[src/rtl/wam_ctl.sv]
// Whack-a-mole session sequencer: IDLE -> countdown -> timed round (pausable) -> game over.
// Optional build macro WAM_CTL_HITBONUS_EN: a successful hit in PLAY adds one second.
module wam_ctl #(
    parameter int TICKS_PER_SEC = 95,
    parameter int CNTDN_SEC     = 3,
    parameter int ROUND_SEC     = 60
) (
    input  logic       clk,
    input  logic       clr,
    input  logic       tick,
    input  logic       btn_start,
    input  logic       btn_pse,
    input  logic       hit_any,
    output logic       run,
    output logic       gen_clr,
    output logic [6:0] time_left,
    output logic [2:0] phase,
    output logic       over
);
    localparam logic [2:0] S_IDLE  = 3'd0;
    localparam logic [2:0] S_CNTDN = 3'd1;
    localparam logic [2:0] S_PLAY  = 3'd2;
    localparam logic [2:0] S_PAUSE = 3'd3;
    localparam logic [2:0] S_OVER  = 3'd4;

    localparam int          TW       = (TICKS_PER_SEC > 1) ? $clog2(TICKS_PER_SEC) : 1;
    localparam logic [TW-1:0] TICK_MAX = TW'(TICKS_PER_SEC - 1);
    localparam logic [6:0]  ROUND_T  = 7'(ROUND_SEC);
    localparam logic [6:0]  CNTDN_T  = 7'(CNTDN_SEC);

    logic [2:0]    state_q, state_d;
    logic [6:0]    time_left_q, time_left_d;
    logic [TW-1:0] tick_cnt_q, tick_cnt_d, tick_nxt;
    logic          run_q, run_d, gen_clr_q, gen_clr_d, over_q, over_d;
    logic          start_prev_q, pse_prev_q;
    logic          start_edge, pse_edge, boundary;

`ifndef WAM_CTL_HITBONUS_EN
    logic unused_hit;
    assign unused_hit = hit_any;
`endif

    always_comb begin
        start_edge  = btn_start & ~start_prev_q;
        pse_edge    = btn_pse & ~pse_prev_q;
        boundary    = tick && (tick_cnt_q == TICK_MAX);
        tick_nxt    = boundary ? '0 : tick_cnt_q + 1'b1;
        state_d     = state_q;
        time_left_d = time_left_q;
        tick_cnt_d  = tick_cnt_q;
        gen_clr_d   = 1'b0;
        case (state_q)
            S_IDLE, S_OVER: begin
                if (start_edge) begin
                    state_d     = S_CNTDN;
                    time_left_d = CNTDN_T;
                    tick_cnt_d  = '0;
                    gen_clr_d   = 1'b1;
                end
            end
            S_CNTDN: begin
                if (tick) tick_cnt_d = tick_nxt;
                if (boundary) begin
                    if (time_left_q == 7'd1) begin
                        state_d     = S_PLAY;
                        time_left_d = ROUND_T;
                    end else begin
                        time_left_d = time_left_q - 7'd1;
                    end
                end
            end
            S_PLAY: begin
                // A pause edge swallows any tick (and hit) arriving in the same cycle.
                if (pse_edge) begin
                    state_d = S_PAUSE;
                end else begin
                    if (tick) tick_cnt_d = tick_nxt;
`ifdef WAM_CTL_HITBONUS_EN
                    if (hit_any && !boundary)
                        time_left_d = (time_left_q >= ROUND_T) ? ROUND_T : time_left_q + 7'd1;
                    else if (boundary && !hit_any)
`else
                    if (boundary)
`endif
                    begin
                        if (time_left_q == 7'd1) begin
                            state_d     = S_OVER;
                            time_left_d = 7'd0;
                        end else begin
                            time_left_d = time_left_q - 7'd1;
                        end
                    end
                end
            end
            S_PAUSE: begin
                if (start_edge) begin
                    state_d     = S_IDLE;
                    time_left_d = ROUND_T;
                    tick_cnt_d  = '0;
                end else if (pse_edge) begin
                    state_d = S_PLAY;
                end
            end
            default: begin
                state_d     = S_IDLE;
                time_left_d = ROUND_T;
                tick_cnt_d  = '0;
            end
        endcase
        run_d  = (state_d == S_PLAY);
        over_d = (state_d == S_OVER);
    end

    always_ff @(posedge clk) begin
        if (clr) begin
            state_q      <= S_IDLE;
            time_left_q  <= ROUND_T;
            tick_cnt_q   <= '0;
            run_q        <= 1'b0;
            gen_clr_q    <= 1'b0;
            over_q       <= 1'b0;
            // Track button levels through reset so a button held across clr gives no edge.
            start_prev_q <= btn_start;
            pse_prev_q   <= btn_pse;
        end else begin
            state_q      <= state_d;
            time_left_q  <= time_left_d;
            tick_cnt_q   <= tick_cnt_d;
            run_q        <= run_d;
            gen_clr_q    <= gen_clr_d;
            over_q       <= over_d;
            start_prev_q <= btn_start;
            pse_prev_q   <= btn_pse;
        end
    end

    assign run       = run_q;
    assign gen_clr   = gen_clr_q;
    assign time_left = time_left_q;
    assign phase     = state_q;
    assign over      = over_q;
endmodule

[config.mk]
export PLATFORM = sky130hd
export DESIGN_NAME = wam_ctl
export DESIGN_NICKNAME = d
export VERILOG_FILES = /design/src/rtl/wam_ctl.sv
export SDC_FILE = /design/constraint.sdc
export NUM_CORES = 1
export LEC_CHECK = 0
export ABC_AREA = 1
export BUFFER_PORTS_ARGS = -buffer_cell sky130_fd_sc_hd__buf_4
export CAP_MARGIN = 20
export CORE_UTILIZATION = 61
export DETAILED_ROUTE_END_ITERATION = 6
export HOLD_SLACK_MARGIN = 0.12
export MAX_ROUTING_LAYER = met4
export PLACE_DENSITY = 0.84
export SYNTH_ARGS = -nofsm -noshare
export SYNTH_HDL_FRONTEND = slang
export SYNTH_SLANG_ARGS = --single-unit
[constraint.sdc]
create_clock -name clk -period 4.3 [get_ports clk]
set_clock_uncertainty 0.2 [all_clocks]
set_input_delay 0.215 -clock clk [delete_from_list [all_inputs] [get_ports clk]]
set_output_delay 0.215 -clock clk [all_outputs]
set_load 0.01 [all_outputs]
Word-level counts from Yosys, hierarchy flattened
Index checks and enable logic that the tools add are counted.

Register bits: 22. Bits in latches: 0. Memory bits (writable): 0. ROM bits: 0. Input port bits: 6. Output and inout bits: 13. Memories kept: 0.

$add $sub $neg: 2. Multipliers: 0. Divide/modulo/power cells: 0. Magnitude comparators: 0. Eq/ne operators: 14. Shift-type cells: 0. Multiplexer cells: 23. Bitwise logic cells: 5. Reductions and logical operators: 7.

Operators by type and width (count): two-way mux 7 bit (11); case mux 7 bit (4 select lines) (1); two-way mux 3 bit (8); case mux 7 bit (3 select lines) (1); case mux 3 bit (4 select lines) (1); inequality test 2 bit, second input constant (5); equality test 3 x 2 -> 1 bit, second input constant (3); adder 7 x 1 -> 7 bit, second input constant (1); equality test 7 x 1 -> 1 bit, second input constant (1); equality test 7 bit, second input constant (1); subtractor 7 x 1 -> 7 bit, second input constant (1); equality test 3 bit, second input constant (2); AND reduction 5 bit (1); OR reduction 2 bit (2); equality test 3 x 1 -> 1 bit, second input constant (1); zero test 3 bit (1); inverter 1 bit (3); OR reduction 3 bit (1); bitwise AND 1 bit (2); inequality test 2 x 1 -> 1 bit, second input constant (1); AND reduction 2 bit (1); logical AND 1 bit (1); two-way mux 1 bit (1).

Depth between registers and ports, before layout
Gate-level depths: netlist (run 1).

Depth after elaboration: 6. Mapped depth: 11. Mapped depth without buffers: 11.

Worst setup path before layout (run 1)
No wires, ideal clock.

Kind: register to register. Start: reg time_left_q[0], in the netlist time_left[0]. End: reg time_left_q[4], in the netlist time_left[4]. Setup time: 0.115 ns. Arrival: 1.251 ns. Slack: 2.734 ns. Stages on the path, launching flop included: 11. Clock period less this slack: 1.566 ns. Cell sequence: dfxtp_1 -> ha_1 -> inv_1 -> nor2_1 -> nand3_1 -> nand2_1 -> nand2_1 -> o21ai_0 -> nand2_1 -> nand2_1 -> nand2_1.

Word-level cells in the longest chain between the ends: 5. Elaborated cells on any way between the ends: 8. Those cells by class: add/sub (1); eq/ne (1); mux (6).

Ends and longest elaborated chain: from (decl) (RTL line 32) `logic [6:0] time_left_q, time_left_d;`; from (signal assigned) (RTL line 127) `time_left_q <= time_left_d;`; subtractor 7 x 1 -> 7 bit or equality test 7 x 1 -> 1 bit (tied branches); two-way mux 7 bit (RTL line 86) `if (time_left_q == 7'd1) begin`; two-way mux 7 bit (RTL line 83) `if (boundary)`; two-way mux 7 bit (RTL line 74) `if (pse_edge) begin`; case mux 7 bit (4 select lines) (*) (RTL line 52) `case (state_q)`.

Every way passes the cells marked *; elsewhere a longest branch is shown, timed or not. The select of a mux whose other input is x is not followed. A chain may end at the register's enable or synchronous reset.

Worst setup path after layout (run 1)
Start: reg time_left_q[0], in the netlist time_left[0]. End: reg run_q, in the netlist run.

Word-level cells in the longest chain between the ends: 6. Elaborated cells on any way between the ends: 8. Those cells by class: eq/ne (2); mux (6).

Ends and longest elaborated chain: equality test 7 x 1 -> 1 bit (*) (RTL line 64, 86); two-way mux 3 bit (RTL line 86); two-way mux 3 bit (RTL line 83); two-way mux 3 bit (RTL line 74); case mux 3 bit (4 select lines) (*) (RTL line 52); equality test 3 x 2 -> 1 bit (*) (RTL line 110) `run_d = (state_d == S_PLAY);`; to (signal assigned) (RTL line 129) `run_q <= run_d;`; to (decl) (RTL line 34) `logic run_q, run_d, gen_clr_q, gen_clr_d, over_q, over_d;`.

Every way passes the cells marked *; elsewhere a longest branch is shown, timed or not.

==> results of run 1 <==
## per-layer routing
metal  vias to the layer above  track usage (%)  routed length (microns)
met5                         -                -                        0
met4                         0             12.0                       52
met1                       593             37.0                     1550
met3                         4             3.94                       92
li1                        743                -                        -
met2                        32             43.1                     1360
## worst paths after layout
kind / start / endpoint / slack [ps] / cells past startpoint
max: time_left[0]$_SDFFE_PP0P_ / run$_SDFF_PP0_ / 2530 / 10
min: tick / tick_cnt_q[2]$_SDFFE_PP0P_ / 150 / 6
max reg2reg: time_left[0]$_SDFFE_PP0P_ / run$_SDFF_PP0_ / 2530 / 10
min reg2reg: tick_cnt_q[0]$_SDFFE_PP0P_ / tick_cnt_q[0]$_SDFFE_PP0P_ / 310 / 2
## where the power goes
group	internal, mW	switching (mW)	leakage (nW)
clock network	0.0518	0.0648	0.0210
registers	0.214	0.0121	0.180
logic	0.0410	0.0634	0.606
## state kept, by name (all words and copies together) (netlist names)
name          count
over              1
pse_prev_q        1
gen_clr           1
tick_cnt_q        7
run               1
start_prev_q      1
phase             3
time_left         7
## layout make-up
type / instances / area [sq um]
multi-input combinational: 168 / 842
fill: 194 / 569
sequential: 22 / 440
timing repair buffer: 20 / 158
inverter: 35 / 131
clock buffer: 4 / 36.3
tap: 28 / 35.0
## what timing repair did
item,in CTS,in global routing
endpoints found under the setup margin,0,0
hold endpoints to repair,12,0
setup buffers,0,0
hold buffers,3,0
## worst max-delay path, delay by kind of cell (launching register included)
kind,cells,cell delay [ps]
buffers and inverters,2,210
and+or+nand+nor,7,660
adders and majority gates,1,190
DFF,1,420
## metrics by stage
step / util, % / area [sq um] / hold slack (ps)
2_1_floorplan: - / 1420 / 42.7
3_3_place_gp: 71.3 / 1580 / 128
3_5_place_dp: 71.3 / 1580 / 132
4_1_cts: 74.3 / 1640 / 151
5_1_grt: 74.3 / 1640 / 185
6_report: 74.3 / 1640 / 148
## logic make-up (layout without fill, tap and decap cells)
kind of cell               count (synthesis)  after routing  share of synthesized area, %
AOI/OAI and AO/OA                         17             17                          6.24
and+or+nand+nor                          147            147                          49.4
DFF                                       22             22                          31.0
buffers and inverters                     37             59                          9.85
adders and majority gates                  4              4                          3.52
## cells in the final DEF (no fill, tap or decap)
cell type       n
nand2_1        73
nor2_1         31
inv_1          29
dfxtp_1        22
nand3_1        18
buf_4          17
a21oi_1        10
inv_2           6
o21ai_0         5
nand2_4         5
nand2_2         4
nand4_1         4
ha_1            4
clkbuf_4        3
dlygate4sd3_1   3
nor2_2          2
nand3_2         2
nor3_1          2
nor2_4          2
nand3_4         1
or2_2           1
nor2_8          1
nand3b_1        1
a21oi_2         1
o21ai_1         1
clkbuf_8        1
==> results.tsv, run 1 <==
stage	metric	value	unit
floorplan	Initial Util	64.3	%
floorplan	die area	2530	sq um
timing	Final Hold Fails	0	
drt	First-pass DRT Iterations	4	
synth	count of cell types in the netlist	24	
floorplan	Core Area	2210	sq um
timing	Max Transition Viols Final	0	
cts	Worst-Skew Late Latency	320	ps
setup_path	slowest cell delay on critical path	420	ps
finish	Layout Cells excl Fill	277	
cts	H-tree Lvls	1	
drt	final antenna-violating net count	0	
placement	Port Buf Inserts	17	
floorplan	Core Rows	17	
setup_path	worst-path fanout max	6	
timing	Worst-Margin Slew	304	ps
setup_path	most frequent CP cell	nand2_1	
finish	layout cells sized above 1	18.5	%
finish	ant diodes	0	
synth	Commonest cells post-synth	73 x nand2_1, 31 x nor2_1, 29 x inv_1	
synth	Gate Count Post-Synth	227	
placement	DP Cell Count	270	
synth	mapped cell area	1420	sq um
placement	final HPWL from detailed placement	2240	microns
pwr	Peak VDD IR	0.220	mV
synth	Yosys reg bits	22	
floorplan	Ports	19	
pwr	total power	0.447	mW
finish	Final #Nets	260	
drt	initial DRC count	30	
cts	Num CTS Buffers	3	
drt	final wirelength	3060	microns
cts	CTS clk-pin slew, worst paths	130	ps
global_routing	largest net degree at the start of global routing	13	
global_routing	vias in the first global route	1221	
floorplan	Die Width	50.3	microns
drt	DR DRC count	0	
pwr	Leak	0.807	nW
synth	Synth Net Count	237	
status	outcome	complete, no violations	
drt	vias	1372	
drt	vias per cell	4.95	
setup_path	element type at the critical path start	flip-flop	
setup_path	Worst path slowest cell	dfxtp_1	
cts	Clock Path Buffers	2	
job	Max-Cap Viols	0	
hold_path	Hold Path Class	input port to flip-flop	
finish	Area Growth Syn to Fin	15.5	%
timing	sum of negative setup slack	0	ps
timing	final setup margin	2530	ps
setup_path	worst path required time	4310	ps
setup_path	WS Path Type	flip-flop to flip-flop	
synth	Synth area leader	dfxtp_1	
setup_path	Cell Chain, Critical Path	ha_1 > inv_1 > nor2_1 > nand3_1 > inv_1 > nand2_1 > nand2_1 > nand3_1 > nand2_1 > nor2_1	
floorplan	Die Y	50.3	microns
timing	final setup fails	0	
timing	Tcrit/Tclk final	41.3	%
synth	ys async rst share	0	%
drt	wire length per cell	11.0	microns
timing	Rel. slew slack	79.7	%
cts	clock root cell	clkbuf_4	
cts	PostCTS Resize Cnt	0	
global_routing	first-pass GRT wire length	5270	microns
synth	sequential area share after synthesis	31.0	%
global_routing	grt ovf	0	
global_routing	GRT Util Overall	28.2	%
pwr	power density cells	272	nW/um^2
synth	top post-synthesis cells by area	dfxtp_1 31%, nand2_1 19%, nor2_1 8.2%	
synth	YS warnings	0	
synth	most common cell in the netlist	nand2_1	
cts	clk sinks	22	
synth	share of the synthesized area in the top cell type	31.0	%
placement	Place WS	2580	ps
cts	CTS tree	built	
setup_path	Crit. End Element	flip-flop	
timing	f_max	0.564	GHz
synth	Syn Area/Cell	6.27	sq um
timing	RSZ-0062 raised after global routing	false	
synth	number of synthesized flops with an enable pin	0	
synth	main flop type after synthesis	dfxtp_1	
placement	GPL Wtd Cong	0.901	
setup_path	Critical Path AT	1790	ps
global_routing	antenna violations before repair	0	
timing	final period demand of the worst path	1770	ps
No activity file was read; power rests on OpenSTA's default activity.
==> inputs of run 2 (changes only) <==
Settings changed: ABC_AREA 1 to 0, CORE_UTILIZATION 61 to 55, PLACE_DENSITY 0.84 to 0.78.
Clock period 4.3 ns to 1.75 ns, I/O delays scaled along.
==> run 2 against run 1 <==
Effect of this change:
- total power increased to 2.7 times the previous value
- critical path depth shrank 3
- clock-buffer cell count did not move
- first-iteration DRC count rose to 5.7 times the previous value
- combinational power grew to 3.8 times the previous value
- critical path type unchanged
- largest cell class unchanged
- sequential power grew 140%
- the flow now finishes with violations (negative setup slack)
- global-route usage increased by 13 points
==> results.tsv, run 2 <==
stage	metric	value	unit	change
drt	wire length per cell	24.5	microns	was 11.0 microns
placement	final HPWL from detailed placement	2650	microns	was 2240 microns
finish	Layout Cells excl Fill	232		was 277
hold_path	end point of the worst hold path	pse_prev_q$_DFF_P_		was tick_cnt_q[2]$_SDFFE_PP0P_
synth	Synth Area in XOR/XNOR	4.89	%	was 0%
synth	share of the synthesized area in the top cell type	35.9	%	was 31.0%
synth	Gate Count Post-Synth	145		was 227
pwr	power share of the sequential group	45.8	%	was 50.5%
synth	most common cell in the netlist	dfxtp_1		was nand2_1
setup_path	FF-to-FF path depth	7		was 10
synth	top post-synthesis cells by area	dfxtp_1 36%, nor2_1 5.2%, a21oi_1 4.1%		was dfxtp_1 31%, nand2_1 19%, nor2_1 8.2%
timing	Max Transition Viols Final	0		unchanged
placement	GPL Wtd Cong	0.918		was 0.901
placement	DP Cell Count	220		was 270
setup_path	Register-to-Register Setup Slack	-440	ps	was 2530 ps
hold_path	Hold Path Origin	btn_pse		was tick
cts	Worst-Skew Late Latency	310	ps	was 320 ps
job	Max-Cap Viols	0		unchanged
synth	YS warnings	0		unchanged
timing	RSZ-0062 raised after global routing	true		was false
global_routing	GRT Util Overall	41.5	%	was 28.2%
global_routing	most used routing layer	met2		unchanged
pwr	Peak VDD IR	0.584	mV	was 0.220 mV
pwr	Cell Int Power	0.801	mW	was 0.306 mW
timing	final setup fails	19		was 0
timing	Rel. slew slack	63.8	%	was 79.7%
synth	Yosys reg bits	22		unchanged
global_routing	M2 GR Usage	71.0	%	was 43.1%
timing	Worst-Margin Slew	538	ps	was 304 ps
pwr	power density cells	632	nW/um^2	was 272 nW/um^2
status	outcome	finished with violations		was complete, no violations
setup_path	WS Path Type	flip-flop to flip-flop		unchanged
synth	Syn Area/Cell	8.47	sq um	was 6.27 sq um
synth	number of synthesized flops with an enable pin	0		unchanged
cts	H-tree Lvls	1		unchanged
finish	Final #Nets	216		was 260
hold_path	hold path depth	2		was 6
drt	initial DRC count	172		was 30
cts	CTS tree	built		unchanged
synth	Commonest cells post-synth	22 x dfxtp_1, 17 x nor2_1, 10 x a21oi_1		was 73 x nand2_1, 31 x nor2_1, 29 x inv_1
pwr	Sw Share	33.5	%	was 31.4%
finish	final instance area	1910	sq um	was 1640 sq um
synth	Synth Net Count	155		was 237
timing	final setup margin	-439	ps	was 2530 ps
hold_path	Hold Path Class	input port to flip-flop		unchanged
cts	Num CTS Buffers	3		unchanged
synth	largest family of logic cells by synthesized area	simple AND/OR/NAND/NOR gates		unchanged
pwr	clock share of power	21.1	%	was 26.1%
placement	Place WS	-274	ps	was 2580 ps
global_routing	GR Layer Usage met1	42.0	%	was 37.0%
global_routing	met3 Use GR	9.03	%	was 3.94%
global_routing	grt ovf	0		unchanged
synth	Compound-Gate Fraction of Synth Area	17.8	%	was 6.24%
timing	final period demand of the worst path	2190	ps	was 1770 ps
drt	First-pass DRT Iterations	6		was 4
setup_path	Critical Path AT	2240	ps	was 1790 ps
synth	sequential area share after synthesis	35.9	%	was 31.0%
pwr	sw power	0.404	mW	was 0.140 mW
synth	mapped cell area	1230	sq um	was 1420 sq um
cts	clock root cell	clkbuf_4		unchanged
global_routing	largest net degree at the start of global routing	16		was 13
finish	Area Growth Syn to Fin	55.2	%	was 15.5%
finish	ant diodes	0		unchanged
cts	Clock Path Buffers	2		unchanged
pwr	Comb pwr share	33.1	%	was 23.4%
setup_path	worst path required time	1800	ps	was 4310 ps
timing	Final Hold Fails	0		unchanged
floorplan	die area	2420	sq um	was 2530 sq um
floorplan	Die Width	49.2	microns	was 50.3 microns
drt	vias	1666		was 1372
floorplan	Core Rows	16		was 17
synth	Synth area leader	dfxtp_1		unchanged
finish	commonest non-fill, non-tap cell in the layout	buf_4		was nand2_1
synth	count of cell types in the netlist	44		was 24
global_routing	antenna violations before repair	0		unchanged
cts	CTS clk-pin slew, worst paths	140	ps	was 130 ps
setup_path	worst-path fanout max	4		was 6
floorplan	Core Area	2020	sq um	was 2210 sq um
pwr	Leak	0.752	nW	was 0.807 nW
drt	vias per cell	7.18		was 4.95
status	failing checks	negative setup slack		
drt	DR DRC count	0		unchanged
floorplan	Die Y	49.2	microns	was 50.3 microns
timing	Fin Hold WS	253	ps	was 148 ps
synth	post-synthesis mux area share	0.815	%	was 0%
setup_path	Crit. End Element	flip-flop		unchanged
finish	Fillers	61		was 194
drt	final antenna-violating net count	0		unchanged
cts	clk sinks	22		unchanged
drt	final wirelength	5690	microns	was 3060 microns
placement	cell area after placement	1690	sq um	was 1580 sq um
synth	main flop type after synthesis	dfxtp_1		unchanged
setup_path	RR Startpoint	time_left[1]$_SDFFE_PP0P_		was time_left[0]$_SDFFE_PP0P_
synth	ys async rst share	0	%	unchanged
finish	most frequent cells in the layout	59 x buf_4, 15 x nor2_1, 15 x dfxtp_1		was 73 x nand2_1, 31 x nor2_1, 29 x inv_1
global_routing	first-pass GRT wire length	7300	microns	was 5270 microns
timing	Tcrit/Tclk final	125	%	was 41.3%
floorplan	Initial Util	60.7	%	was 64.3%
setup_path	element type at the critical path start	flip-flop		unchanged
finish	layout cells sized above 1	51.7	%	was 18.5%
synth	Synth Area in Adders	4.08	%	was 3.52%
placement	Port Buf Inserts	17		unchanged
floorplan	Ports	19		unchanged
timing	f_max	0.457	GHz	was 0.564 GHz
setup_path	Critical R2R Capture	run$_SDFF_PP0_		unchanged
finish	final core utilization	94.2	%	was 74.3%
global_routing	vias in the first global route	1573		was 1221
synth	simple-gate share of the synthesized area	32.0	%	was 49.4%
-- run 2: cell types whose count changed after synthesis, moves of 5 or more --
cell     change
nand2_4      -5
inv_2        -6
nor2_1      -14
nor3_1       +7
nand2_1     -66
inv_1       -26
nand3_1     -14
xnor2_1      +5
-- run 2: metal layers --
| metal | routed length [microns] | vias up |
|---|---|---|
| met1 | 1890 | 757 |
| met2 | 2580 | 184 |
| met5 | 0 | - |
| met4 | 544 | 0 |
| met3 | 676 | 72 |
| li1 | - | 653 |
-- run 2: logic make-up after synthesis --
kind of cell               count (synthesis)
xor gates and xnor gates                   6
DFF                                       22
buffers and inverters                     10
AOI/OAI and AO/OA                         33
adders and majority gates                  4
muxes                                      1
and+or+nand+nor                           69
-- run 2: power groups by stage --
stage / Clock, mW / Sequential (mW) / Combinational (mW)
3_3_place_gp: 0 / 0.557 / 0.300
3_5_place_dp: 0 / 0.559 / 0.310
2_1_floorplan: 0 / 0.574 / 0.154
5_1_grt: 0.274 / 0.554 / 0.412
4_1_cts: 0.251 / 0.547 / 0.327
6_report: 0.254 / 0.552 / 0.399
-- run 2: critical path, stage by stage (launching register included) --
cell and delay (ps):
dfxtp_4 370, inv_4 50, ha_4 120, nor4b_2 360
nand2_1 260, o31a_1 330, o32ai_2 220, and3_1 220
-- run 2: worst max path at each step --
stage	from	slack, ps	to
6_report	time_left[1]$_SDFFE_PP0P_	-440	run$_SDFF_PP0_
4_1_cts	tick_cnt_q[0]$_SDFFE_PP0P_	-270	time_left[6]$_SDFFE_PP0P_
2_1_floorplan	phase[2]$_SDFF_PP0_	-350	tick_cnt_q[5]$_SDFFE_PP0P_
3_5_place_dp	phase[1]$_SDFF_PP0_	-270	tick_cnt_q[5]$_SDFFE_PP0P_
3_3_place_gp	phase[1]$_SDFF_PP0_	-210	tick_cnt_q[6]$_SDFFE_PP0P_
5_1_grt	time_left[1]$_SDFFE_PP0P_	-450	run$_SDFF_PP0_
-- run 2: timing repair --
action | CTS | global route
resized for setup | 9 | 15
hold buffers | 3 | 0
buffers inserted | 2 | 3
pin swaps | 15 | 11
hold endpoints to repair | 22 | 0
setup endpoints to repair | 19 | 19
-- run 2: layout make-up --
cell class | count | area (sq um) | area share (%)
Sequential cell | 22 | 457 | 24.0
Tap cell | 27 | 33.8 | 1.77
Clock buffer | 4 | 26.3 | 1.38
Timing Repair Buffer | 63 | 484 | 25.4
Inverter | 3 | 13.8 | 0.722
Multi-Input combinational cell | 113 | 891 | 46.7
-- run 2: per-stage QoR --
stage	total power [mW]	TNS, ps
2_1_floorplan	0.728	-2650
3_3_place_gp	0.857	-2810
3_5_place_dp	0.869	-3490
4_1_cts	1.13	-2990
5_1_grt	1.24	-6080
6_report	1.21	-5380
==> inputs of run 3 (changes only) <==
Settings changed: ABC_AREA 0 to 1, CORE_UTILIZATION 55 to 56, PLACE_DENSITY 0.78 to 0.82.
==> run 3 against run 2 <==
Effect of this change:
- the flow now finishes without violations
- sequential share of layout area rose by 1.4 points
- total power increased by 1.9%
- die area is 13% higher
- sequential cell count did not move
- via count shrank 14%
- core utilization down 18 points
- clock-buffer cell count down 1
- combinational power down 27%
- worst setup slack improved by 540 ps
- critical endpoint is now time_left[3]$_SDFFE_PP1P_
- highest routed layer unchanged
==> results.tsv, run 3 (synthesized netlist as in run 1, its figures left out) <==
stage	metric	value	unit	change
status	outcome	complete, no violations		was finished with violations
floorplan	Die Width	52.4	microns	was 49.2 microns
timing	Tcrit/Tclk final	94.4	%	was 125%
timing	final setup fails	0		was 19
cts	Clock Path Buffers	2		unchanged
cts	CTS clk-pin slew, worst paths	120	ps	was 140 ps
job	Max-Cap Viols	0		unchanged
global_routing	grt ovf	0		unchanged
global_routing	antenna violations before repair	0		unchanged
cts	H-tree Lvls	1		unchanged
pwr	Leak	0.854	nW	was 0.752 nW
global_routing	vias in the first global route	1221		was 1573
finish	layout cells sized above 1	23.6	%	was 51.7%
global_routing	GRT Util Overall	25.9	%	was 41.5%
floorplan	die area	2750	sq um	was 2420 sq um
finish	commonest non-fill, non-tap cell in the layout	nand2_1		was buf_4
drt	final antenna-violating net count	0		unchanged
timing	Rel. slew slack	80.7	%	was 63.8%
drt	First-pass DRT Iterations	4		was 6
finish	Area Growth Syn to Fin	22.5	%	was 55.2%
floorplan	Die Y	52.4	microns	was 49.2 microns
cts	CTS tree	built		unchanged
finish	ant diodes	0		unchanged
setup_path	Buf/Inv on CP	2		was 1
finish	Fillers	210		was 61
setup_path	most frequent CP cell	nand2_1		
global_routing	largest net degree at the start of global routing	14		was 16
pwr	power density cells	705	nW/um^2	was 632 nW/um^2
setup_path	WS Path Type	flip-flop to flip-flop		unchanged
setup_path	element type at the critical path start	flip-flop		unchanged
setup_path	worst path required time	1760	ps	was 1800 ps
pwr	Peak VDD IR	0.581	mV	was 0.584 mV
timing	f_max	0.605	GHz	was 0.457 GHz
timing	Worst-Margin Slew	289	ps	was 538 ps
drt	initial DRC count	46		was 172
placement	final HPWL from detailed placement	2280	microns	was 2650 microns
drt	wire length per cell	11.1	microns	was 24.5 microns
drt	DR DRC count	0		unchanged
finish	Layout Cells excl Fill	286		was 232
timing	Fin Hold WS	216	ps	was 253 ps
global_routing	first-pass GRT wire length	5130	microns	was 7300 microns
finish	most frequent cells in the layout	71 x nand2_1, 31 x nor2_1, 27 x inv_1		was 59 x buf_4, 15 x nor2_1, 15 x dfxtp_1
cts	Num CTS Buffers	3		unchanged
setup_path	slowest cell delay on critical path	330	ps	was 370 ps
floorplan	Initial Util	61.9	%	was 60.7%
placement	Port Buf Inserts	17		unchanged
floorplan	Ports	19		unchanged
floorplan	Core Rows	17		was 16
placement	DP Cell Count	276		was 220
placement	GPL Wtd Cong	0.879		was 0.918
setup_path	Worst path slowest cell	dfxtp_1		was dfxtp_4
finish	Final #Nets	269		was 216
timing	Final Hold Fails	0		unchanged
drt	vias	1435		was 1666
setup_path	Cell Chain, Critical Path	inv_1 > ha_1 > inv_1 > nor2_1 > nand3_2 > nand2_2 > nand2_2 > nand2_1 > nand2_1 > nand2_1 > nand3_1		was inv_4 > ha_4 > nor4b_2 > nand2_1 > o31a_1 > o32ai_2 > and3_1
setup_path	worst-path fanout max	5		was 4
cts	clock root cell	clkbuf_4		unchanged
setup_path	Critical Path AT	1660	ps	was 2240 ps
timing	Max Transition Viols Final	0		unchanged
setup_path	CP top delay family	simple AND/OR/NAND/NOR gates		unchanged
drt	final wirelength	3170	microns	was 5690 microns
cts	Worst-Skew Late Latency	320	ps	was 310 ps
floorplan	Core Area	2300	sq um	was 2020 sq um
drt	vias per cell	5.02		was 7.18
hold_path	Hold Path Class	input port to flip-flop		unchanged
cts	clk sinks	22		unchanged
setup_path	Crit. End Element	flip-flop		unchanged
timing	final period demand of the worst path	1650	ps	was 2190 ps
-- run 3: changes by cell type in the layout (fill, tap and decap cells not counted), sizes merged, moves of 4 or more --
cell | previous run | this run
a211oi | 4 | 0
buf | 60 | 25
inv | 3 | 35
nand2 | 7 | 82
nand3 | 4 | 21
nand4 | 0 | 4
nor2 | 17 | 36
nor3 | 9 | 2
nor4 | 4 | 0
or3b | 4 | 0
xnor2 | 6 | 0
-- run 3: worst paths after layout --
check | from | endpoint | slack, ps | depth (start not counted)
hold reg to reg | tick_cnt_q[0]$_SDFFE_PP0P_ | tick_cnt_q[0]$_SDFFE_PP0P_ | 310 | 2
setup / recovery | time_left[1]$_SDFFE_PP0P_ | time_left[3]$_SDFFE_PP1P_ | 100 | 11
setup reg to reg | time_left[1]$_SDFFE_PP0P_ | time_left[3]$_SDFFE_PP1P_ | 100 | 11
hold / removal | btn_start | start_prev_q$_DFF_P_ | 220 | 2
-- run 3: what timing repair did --
item                       in CTS  in global routing
resized for setup               0                  7
hold endpoints to repair       21                  0
setup endpoints to repair       0                 15
hold buffers                    4                  0
buffers inserted                0                  2
-- run 3: layer usage --
| layer | share of wire, % | track usage [%] |
|---|---|---|
| met2 | 46 | 40.3 |
| met5 | 0 | - |
| met3 | 3.7 | 5.22 |
| met1 | 49 | 33.8 |
| met4 | 1.6 | 7.89 |
-- run 3: through the flow --
stage | instance area (sq um) | TNS (ps) | worst slack, ps | util [%] | power (mW)
after floorplan | 1420 | 0 | 184 | - | 0.739
after global placement | 1620 | 0 | 95.5 | 70.6 | 0.825
after detailed placement | 1620 | 0 | 93.6 | 70.6 | 0.831
after CTS | 1710 | 0 | 24.0 | 74.6 | 1.23
after global routing | 1740 | -27.2 | -17.8 | 75.9 | 1.29
final | 1740 | 0 | 98.0 | 75.9 | 1.23
-- run 3: worst reg2reg max path: stages (launching register included) --
cell and delay [ps]:
dfxtp_1 330, inv_1 80, ha_1 170, inv_1 50, nor2_1 130, nand3_2 150
nand2_2 120, nand2_2 80, nand2_1 70, nand2_1 40, nand2_1 60, nand3_1 60
-- run 3: layout make-up --
class / count / area [sq um] / area share [%]
multi-input combinational: 168 / 855 / 49.0
sequential: 22 / 442 / 25.3
timing repair buffer: 29 / 228 / 13.1
inverter: 35 / 131 / 7.54
tap: 28 / 35.0 / 2.01
clock inverter: 1 / 30.0 / 1.72
clock buffer: 3 / 22.5 / 1.29
-- run 3: power by group --
group	internal (mW)	total, mW	switching [mW]
combinational	0.117	0.290	0.173
sequential	0.525	0.546	0.0204
clock	0.232	0.393	0.161
